[config.mk]
export PLATFORM = sky130hd
export DESIGN_NAME = alu_arbiter
export DESIGN_NICKNAME = d
export VERILOG_FILES = /design/src/rtl/alu_pkg.sv /design/src/rtl/alu.sv /design/src/rtl/alu_arbiter.sv
export SDC_FILE = /design/constraint.sdc
export NUM_CORES = 1
export LEC_CHECK = 0
export ABC_CLOCK_PERIOD_IN_PS = 19300
export CORE_MARGIN = 8
export CORE_UTILIZATION = 45
export DETAILED_ROUTE_END_ITERATION = 8
export GPL_TIMING_DRIVEN = 1
export HOLD_SLACK_MARGIN = 0.06
export PLACE_DENSITY = 0.66
export SETUP_SLACK_MARGIN = 0.02
export SLEW_MARGIN = 5
export SYNTH_ARGS = -nofsm -noshare
export SYNTH_HDL_FRONTEND = slang
export SYNTH_SLANG_ARGS = --single-unit
[constraint.sdc]
create_clock -name clk -period 19.3 [get_ports clk]
set_input_delay 5.79 -clock clk [delete_from_list [all_inputs] [get_ports clk]]
set_output_delay 5.79 -clock clk [all_outputs]
set_load 0.01 [all_outputs]
[src/rtl/alu_pkg.sv]
// Shared opcode definitions for the ALU and its arbiter front end.
package alu_pkg;

  typedef enum logic [3:0] {
    ADD = 4'd0,
    SUB = 4'd1,
    AND = 4'd2,
    OR  = 4'd3,
    XOR = 4'd4,
    SLT = 4'd5,
    SRL = 4'd6,
    SRA = 4'd7,
    SLL = 4'd8
  } alu_op_e;

  localparam int unsigned ALU_OP_LAST = 8;

  typedef enum logic [0:0] {
    StIdle = 1'b0,
    StHold = 1'b1
  } arb_state_e;

  function automatic logic op_is_legal(input logic [3:0] op);
    return op <= 4'(ALU_OP_LAST);
  endfunction

endpackage

[src/rtl/alu.sv]
// Purely combinational ALU; undefined opcodes produce zero.
module alu
  import alu_pkg::*;
#(
  parameter int unsigned XLEN = 32
) (
  input  logic [XLEN-1:0] a,
  input  logic [XLEN-1:0] b,
  input  logic [3:0]      op,
  output logic [XLEN-1:0] result
);

  logic [4:0] shamt;
  assign shamt = b[4:0];

  always_comb begin
    result = '0;
    case (alu_op_e'(op))
      ADD:     result = a + b;
      SUB:     result = a - b;
      AND:     result = a & b;
      OR:      result = a | b;
      XOR:     result = a ^ b;
      SLT:     result = {{(XLEN-1){1'b0}}, (a < b)};
      SRL:     result = a >> shamt;
      SRA:     result = $signed(a) >>> shamt;
      SLL:     result = a << shamt;
      default: result = '0;
    endcase
  end

endmodule

[src/rtl/alu_arbiter.sv]
// Two-requester round-robin front end sharing one ALU, with a single-entry
// registered response slot that refills back-to-back when drained.
module alu_arbiter
  import alu_pkg::*;
#(
  parameter int unsigned XLEN = 32
) (
  input  logic              clk,
  input  logic              reset,
  input  logic [1:0]        req_valid,
  output logic [1:0]        req_ready,
  input  logic [2*XLEN-1:0] req_a,
  input  logic [2*XLEN-1:0] req_b,
  input  logic [7:0]        req_op,
  output logic              rsp_valid,
  input  logic              rsp_ready,
  output logic              rsp_id,
  output logic [XLEN-1:0]   rsp_result,
  output logic              rsp_zero,
  output logic              rsp_err
);

  arb_state_e      state_q;
  logic            last_grant_q;
  logic            rsp_id_q;
  logic [XLEN-1:0] rsp_result_q;
  logic            rsp_zero_q;
  logic            rsp_err_q;

  logic            slot_free;
  logic [1:0]      grant;
  logic            sel;
  logic [XLEN-1:0] op_a;
  logic [XLEN-1:0] op_b;
  logic [3:0]      op_sel;
  logic [XLEN-1:0] alu_result;
  logic            illegal;
  logic [XLEN-1:0] result_masked;

  assign rsp_valid = (state_q == StHold);
  assign slot_free = !rsp_valid || rsp_ready;

  // last_grant_q == 1 means port 1 won most recently, so port 0 wins a tie.
  always_comb begin
    grant = 2'b00;
    if (!reset && slot_free) begin
      if (req_valid == 2'b11) begin
        grant = last_grant_q ? 2'b01 : 2'b10;
      end else begin
        grant = req_valid;
      end
    end
  end

  assign req_ready = grant;
  assign sel       = grant[1];
  assign op_a      = sel ? req_a[2*XLEN-1:XLEN] : req_a[XLEN-1:0];
  assign op_b      = sel ? req_b[2*XLEN-1:XLEN] : req_b[XLEN-1:0];
  assign op_sel    = sel ? req_op[7:4] : req_op[3:0];

  alu #(
    .XLEN(XLEN)
  ) u_alu (
    .a      (op_a),
    .b      (op_b),
    .op     (op_sel),
    .result (alu_result)
  );

  assign illegal       = !op_is_legal(op_sel);
  assign result_masked = illegal ? '0 : alu_result;

  always_ff @(posedge clk) begin
    if (reset) begin
      state_q      <= StIdle;
      last_grant_q <= 1'b1;
      rsp_id_q     <= 1'b0;
      rsp_result_q <= '0;
      rsp_zero_q   <= 1'b0;
      rsp_err_q    <= 1'b0;
    end else if (grant != 2'b00) begin
      state_q      <= StHold;
      last_grant_q <= sel;
      rsp_id_q     <= sel;
      rsp_result_q <= result_masked;
      rsp_zero_q   <= !illegal && (result_masked == '0);
      rsp_err_q    <= illegal;
    end else if (rsp_ready) begin
      state_q <= StIdle;
    end
  end

  assign rsp_id     = rsp_id_q;
  assign rsp_result = rsp_result_q;
  assign rsp_zero   = rsp_zero_q;
  assign rsp_err    = rsp_err_q;

endmodule

* Yosys cells after proc, flatten, opt, wreduce, memory -nomap -nowiden
Cells that the tools add are included.
W data, S select, Z words.
** Operators by class
- $add $sub $neg :: 2
- Magnitude comparators :: 2
- Eq/ne operators :: 9
- Shifts and indexed selects :: 3
- Mux-type cells :: 10
- Bitwise operators :: 3
- Reductions and logical operators :: 10
** Operators by type and width (number)
- $pmux W32 S9 :: 1
- $mux W32 :: 3
- $add A32 B32 Y32 :: 1
- $and A32 B32 Y32 :: 1
- $logic_not A32 Y1 :: 1
- $lt A32 B32 Y1 :: 1
- $or A32 B32 Y32 :: 1
- $shl A32 B5 Y32 :: 1
- $shr A32 B5 Y32 :: 1
- $sshr A32 B5 Y32 :: 1
- $sub A32 B32 Y32 :: 1
- $xor A32 B32 Y32 :: 1
- $eq A4 B3 Y1 const B :: 4
- $eq A4 B2 Y1 const B :: 2
- $mux W2 :: 3
- $eq A4 B1 Y1 const B :: 1
- $eq A4 B4 Y1 const B :: 1
- $le A4 B4 Y1 const B :: 1
- $logic_not A4 Y1 :: 1
- $mux W4 :: 1
- $reduce_bool A2 Y1 :: 2
- $logic_not A1 Y1 :: 3
- $eq A2 B2 Y1 const B :: 1
- $logic_and A1 B1 Y1 :: 2
- other kinds (2) :: 3
** Storage, ports and cells
- Register bits :: 37
- Input bits :: 141
- Logic and storage cells :: 45

* Longest topological paths before layout
- Depth after elaboration :: 10
- Depth in mapped cells :: 26

* Modules after synthesis
A second synthesis with hierarchy kept.
** Second synthesis, totals
- Cell total of the unflattened synthesis :: 1460
- Area, all modules :: 10522.6 um^2
** Modules (own cells, without submodules)
- alu :: instances 1, cells each 1272, area an instance 8418.1 um^2
- alu_arbiter :: instances 1, cells each 188, area an instance 2104.5 um^2

* Worst setup path after synthesis
OpenSTA, ideal clock, no wires.
- Kind :: input-to-output
- Start point :: in req_valid[0]
- End point :: out req_ready[1]
- Arrival time :: 7.304 ns
- Data required time :: 13.510 ns
- Setup slack :: 6.206 ns
- Stages on the path :: 8
- Buffers on the path :: 5
- Cells stage by stage :: a21oi_4 nand3_2 inv_2 buf_6 buf_4 buf_2 clkbuf_1 clkbuf_1
** Between the ends
- Word-level cells in the longest chain between the ends :: 3
** RTL lines
- start, declared :: RTL line alu_arbiter.sv:10 : input logic [1:0] req_valid,
- $eq A2 B2 Y1 :: RTL line alu_arbiter.sv:47 : if (req_valid == 2'b11) begin
- $mux W2 :: RTL line alu_arbiter.sv:47
- $mux W2 :: RTL line alu_arbiter.sv:46 : if (!reset && slot_free) begin
- end, declared :: RTL line alu_arbiter.sv:11 : output logic [1:0] req_ready,
Every way passes these cells.

* Worst setup path in the final report
- Start point :: in reset
- End point :: out req_ready[1]
** Between the ends
- Word-level cells in the longest chain between the ends :: 3
** RTL lines
- start, declared :: RTL line alu_arbiter.sv:9 : input logic reset,
- $logic_not A1 Y1 :: RTL line alu_arbiter.sv:46
- $logic_and A1 B1 Y1 :: RTL line alu_arbiter.sv:46
- $mux W2 :: RTL line alu_arbiter.sv:46
Every way passes these cells.

==> results.json <==
{
  "grt_max_degree": 97,
  "die_w_um": 207,
  "cp_num_buf_inv": 4,
  "syn_inst": 2282,
  "clock.fmax_mhz": 67.1,
  "nNetsFinal": 2551,
  "final-setup-viol-count": 0,
  "antenna_found_initial": 3,
  "wl_mm": 97.5,
  "yosysTopAreaCell": "mux4_2",
  "worstMarginPinSlew_ns": 1.42,
  "timing.hold.ws_ns": 0.452,
  "portBuffers": 178,
  "dp_slack_ns": 4.45,
  "critPathKind": "in -> out",
  "required_ns": 13.51,
  "final-seq-area_um2": 741,
  "finalCritPeriodShare": 0.773,
  "cp-startpoint": "reset",
  "timing_hold_violations_final": 0,
  "netlist_top_cells_count": "nand2_1, nor2_1, mux2i_1",
  "dr.first_iter.drc_count": 3030,
  "wl_per_cell_um": 35.1,
  "cp_slowest_cell": "inv_4",
  "start_kind": "input port",
  "cts_resized": 0,
  "final_layout_size_suffix_gt1_frac": 0.121,
  "timing.final.ws_setup_ns": 4.39,
  "ys_top_cells_by_area": "mux4_2, mux2i_1, ha_1",
  "grtUsageTotal": 0.442,
  "synthMuxAreaShare": 0.251,
  "htreeDepth": 2,
  "gp_congestion": 1.11,
  "max_stage_delay_ns": 0.70,
  "hpwlAfterDp_mm": 74.7,
  "crit_arrival_ns": 9.12,
  "multi_input_area_um2": 14300,
  "coreArea_um2": 36300,
  "ant_nets": 0,
  "power_density_nw_per_um2": 48.4,
  "syn_area_um2": 16400,
  "fin_setup_tns_ns": 0,
  "synthAdderAreaFrac": 0.0773,
  "postCtsSetupBuffers": 0,
  "p_leak_nw": 7.27,
  "grt_pass1_vias": 19100,
  "fin_util": 0.506,
  "hold_path_class": "reg -> reg",
  "viasPerCell": 7.50,
  "clock-root-buffer": "clkbuf_16",
  "rows": 70,
  "min_period_ns": 14.91,
  "cts_tree": "built",
  "grt_pass1_wl_mm": 138,
  "endpoint": "req_ready[1]",
  "max_slew_margin": 0.0429,
  "syn_avg_cell_area_um2": 7.18,
  "drv_cap": 0,
  "status": "completed",
  "synth_top_area_frac": 0.0934,
  "drc": 0,
  "dpl.cell_count": 2771,
  "ys_seq_area_frac": 0.0452,
  "cts.sinks": 37,
  "grt_overflow": 0,
  "synth_edf_count": 0,
  "cp_cell_sequence": "clkdlybuf4s50_1, buf_4, a21oi_4, nand3_4, inv_4, clkdlybuf4s50_1",
  "slew_viol_final": 0,
  "ys_async_sr_fraction": 0,
  "area_growth_pct": 12.0,
  "cts-buffers-inserted": 5,
  "yosysWarningCount": 0,
  "cpMostUsedCell": "clkdlybuf4s50_1",
  "reg2reg_to": "rsp_zero$_SDFFE_PP0P_",
  "crit_family": "buffers and inverters",
  "synth_xor_area_frac": 0.00374,
  "rr_worst_depth": 17,
  "drt_pass1_iterations": 8,
  "path_max_fanout": 54,
  "start_util": 0.452,
  "synth_nets": 2523,
  "yosys.area_share.simple": 0.235,
  "instances_no_fill": 2782,
  "nFillCells": 3662,
  "reg2reg_slack_ns": 12.22,
  "cp.depth": 6,
  "r2r-start": "last_grant_q$_SDFFE_PP1P_",
  "synth_top_family_by_area": "compound AO/OA/AOI/OAI gates",
  "cp-end-kind": "output pin",
  "hold_buffers": 0,
  "rsz0062_at_grt": "false",
  "skew_ns": 0.00789,
  "synth.distinct_cells": 100,
  "synth-compound-area-share": 0.301,
  "vias": 20900,
  "die_area_um2": 42800,
  "synth-main-ff-cell": "dfxtp_1",
  "synth_seq_cells": 37,
  "clock_path_buffers": 2,
  "die_h_um": 207,
  "clk_latency_ns": 0.28,
  "pin_count": 179,
  "clkTransAtPathRegs_ns": 0.06,
  "yosysMostFrequentCell": "nand2_1",
  "ir_drop_mv": 0.0390
}
metal layers:
metal	GRT usage	share of wire
met5	0	0.00023
met4	0.327	0.097
met3	0.114	0.13
met2	0.669	0.42
met1	0.536	0.36
power by group:
group / internal (mW) / leakage, nW / switching (mW)
clock: 0.0745 / 0.0944 / 0.0334
combinational: 0.234 / 6.87 / 0.458
sequential: 0.0840 / 0.305 / 0.00425
worst min path at each step:
stage,from,to,slack [ns],cells after the start
after floorplan,rsp_result[10]$_SDFFE_PP0P_,rsp_result[10]$_SDFFE_PP0P_,0.48,2
after global placement,rsp_result[1]$_SDFFE_PP0P_,rsp_result[1]$_SDFFE_PP0P_,0.44,2
after detailed placement,rsp_result[1]$_SDFFE_PP0P_,rsp_result[1]$_SDFFE_PP0P_,0.45,2
after CTS,rsp_result[1]$_SDFFE_PP0P_,rsp_result[1]$_SDFFE_PP0P_,0.45,2
after global routing,rsp_result[1]$_SDFFE_PP0P_,rsp_result[1]$_SDFFE_PP0P_,0.48,2
final,rsp_result[1]$_SDFFE_PP0P_,rsp_result[1]$_SDFFE_PP0P_,0.45,2
kinds of logic (layout without fill, tap and decap cells):
kind of cell | count (synthesis) | after routing
and+or+nand+nor | 820 | 820
AOI/OAI and AO/OA | 695 | 695
buffers and inverters | 313 | 342
muxes | 310 | 310
adders and majority gates | 100 | 100
DFF | 37 | 37
xor gates and xnor gates | 7 | 7
other | 0 | 3
cells in the final DEF (no fill, tap or decap), types with 20 or more instances in the layout:
| cell type | instances |
|---|---|
| nor2_1 | 188 |
| inv_1 | 103 |
| clkdlybuf4s50_1 | 172 |
| a211oi_1 | 63 |
| mux2_2 | 89 |
| o21ai_0 | 104 |
| nand2_1 | 311 |
| a22oi_1 | 24 |
| nor3_1 | 60 |
| a31oi_1 | 31 |
| nand2b_1 | 27 |
| a221oi_1 | 20 |
| o31ai_1 | 37 |
| a21oi_1 | 121 |
| dfxtp_1 | 37 |
| nand3_1 | 49 |
| o22ai_1 | 28 |
| nor4_1 | 26 |
| o211ai_1 | 39 |
| mux2i_1 | 145 |
| nor2b_1 | 28 |
| ha_1 | 98 |
| a21o_1 | 22 |
| mux4_2 | 68 |
| buf_4 | 48 |
| nand4_1 | 37 |
state kept, by name (all words and copies together), names as in the netlist:
| name | cells |
|---|---|
| rsp_valid | 1 |
| rsp_id | 1 |
| rsp_result | 32 |
| rsp_err | 1 |
| rsp_zero | 1 |
| last_grant_q | 1 |
cell type report:
cell class	count	share of cell area
diodes	3	0.000409
clock buffers	5	0.00682
clock inverters	3	0.00375
inverters	111	0.0228
multi-input cells	1932	0.779
flip-flops and latches	37	0.0404
well taps	468	0.0319
repair buffers	223	0.115
worst reg2reg max path: cells and delay by family, from the launching register on:
kind	cells	cell delay (ns)
AO/OA/AOI/OAI	8	3.82
AND/OR/NAND/NOR	7	1.81
adder cells (fa/ha/maj)	1	0.30
buffers and inverters	1	0.72
flip-flops	1	0.38
per-stage QoR:
step           total power, mW  instance area (um^2)
2_1_floorplan            0.496                 16400
3_3_place_gp             0.735                 18200
3_5_place_dp             0.740                 18200
4_1_cts                  0.850                 18300
5_1_grt                  0.917                 18300
6_report                 0.889                 18400
No activity file was read; power rests on OpenSTA's default activity.
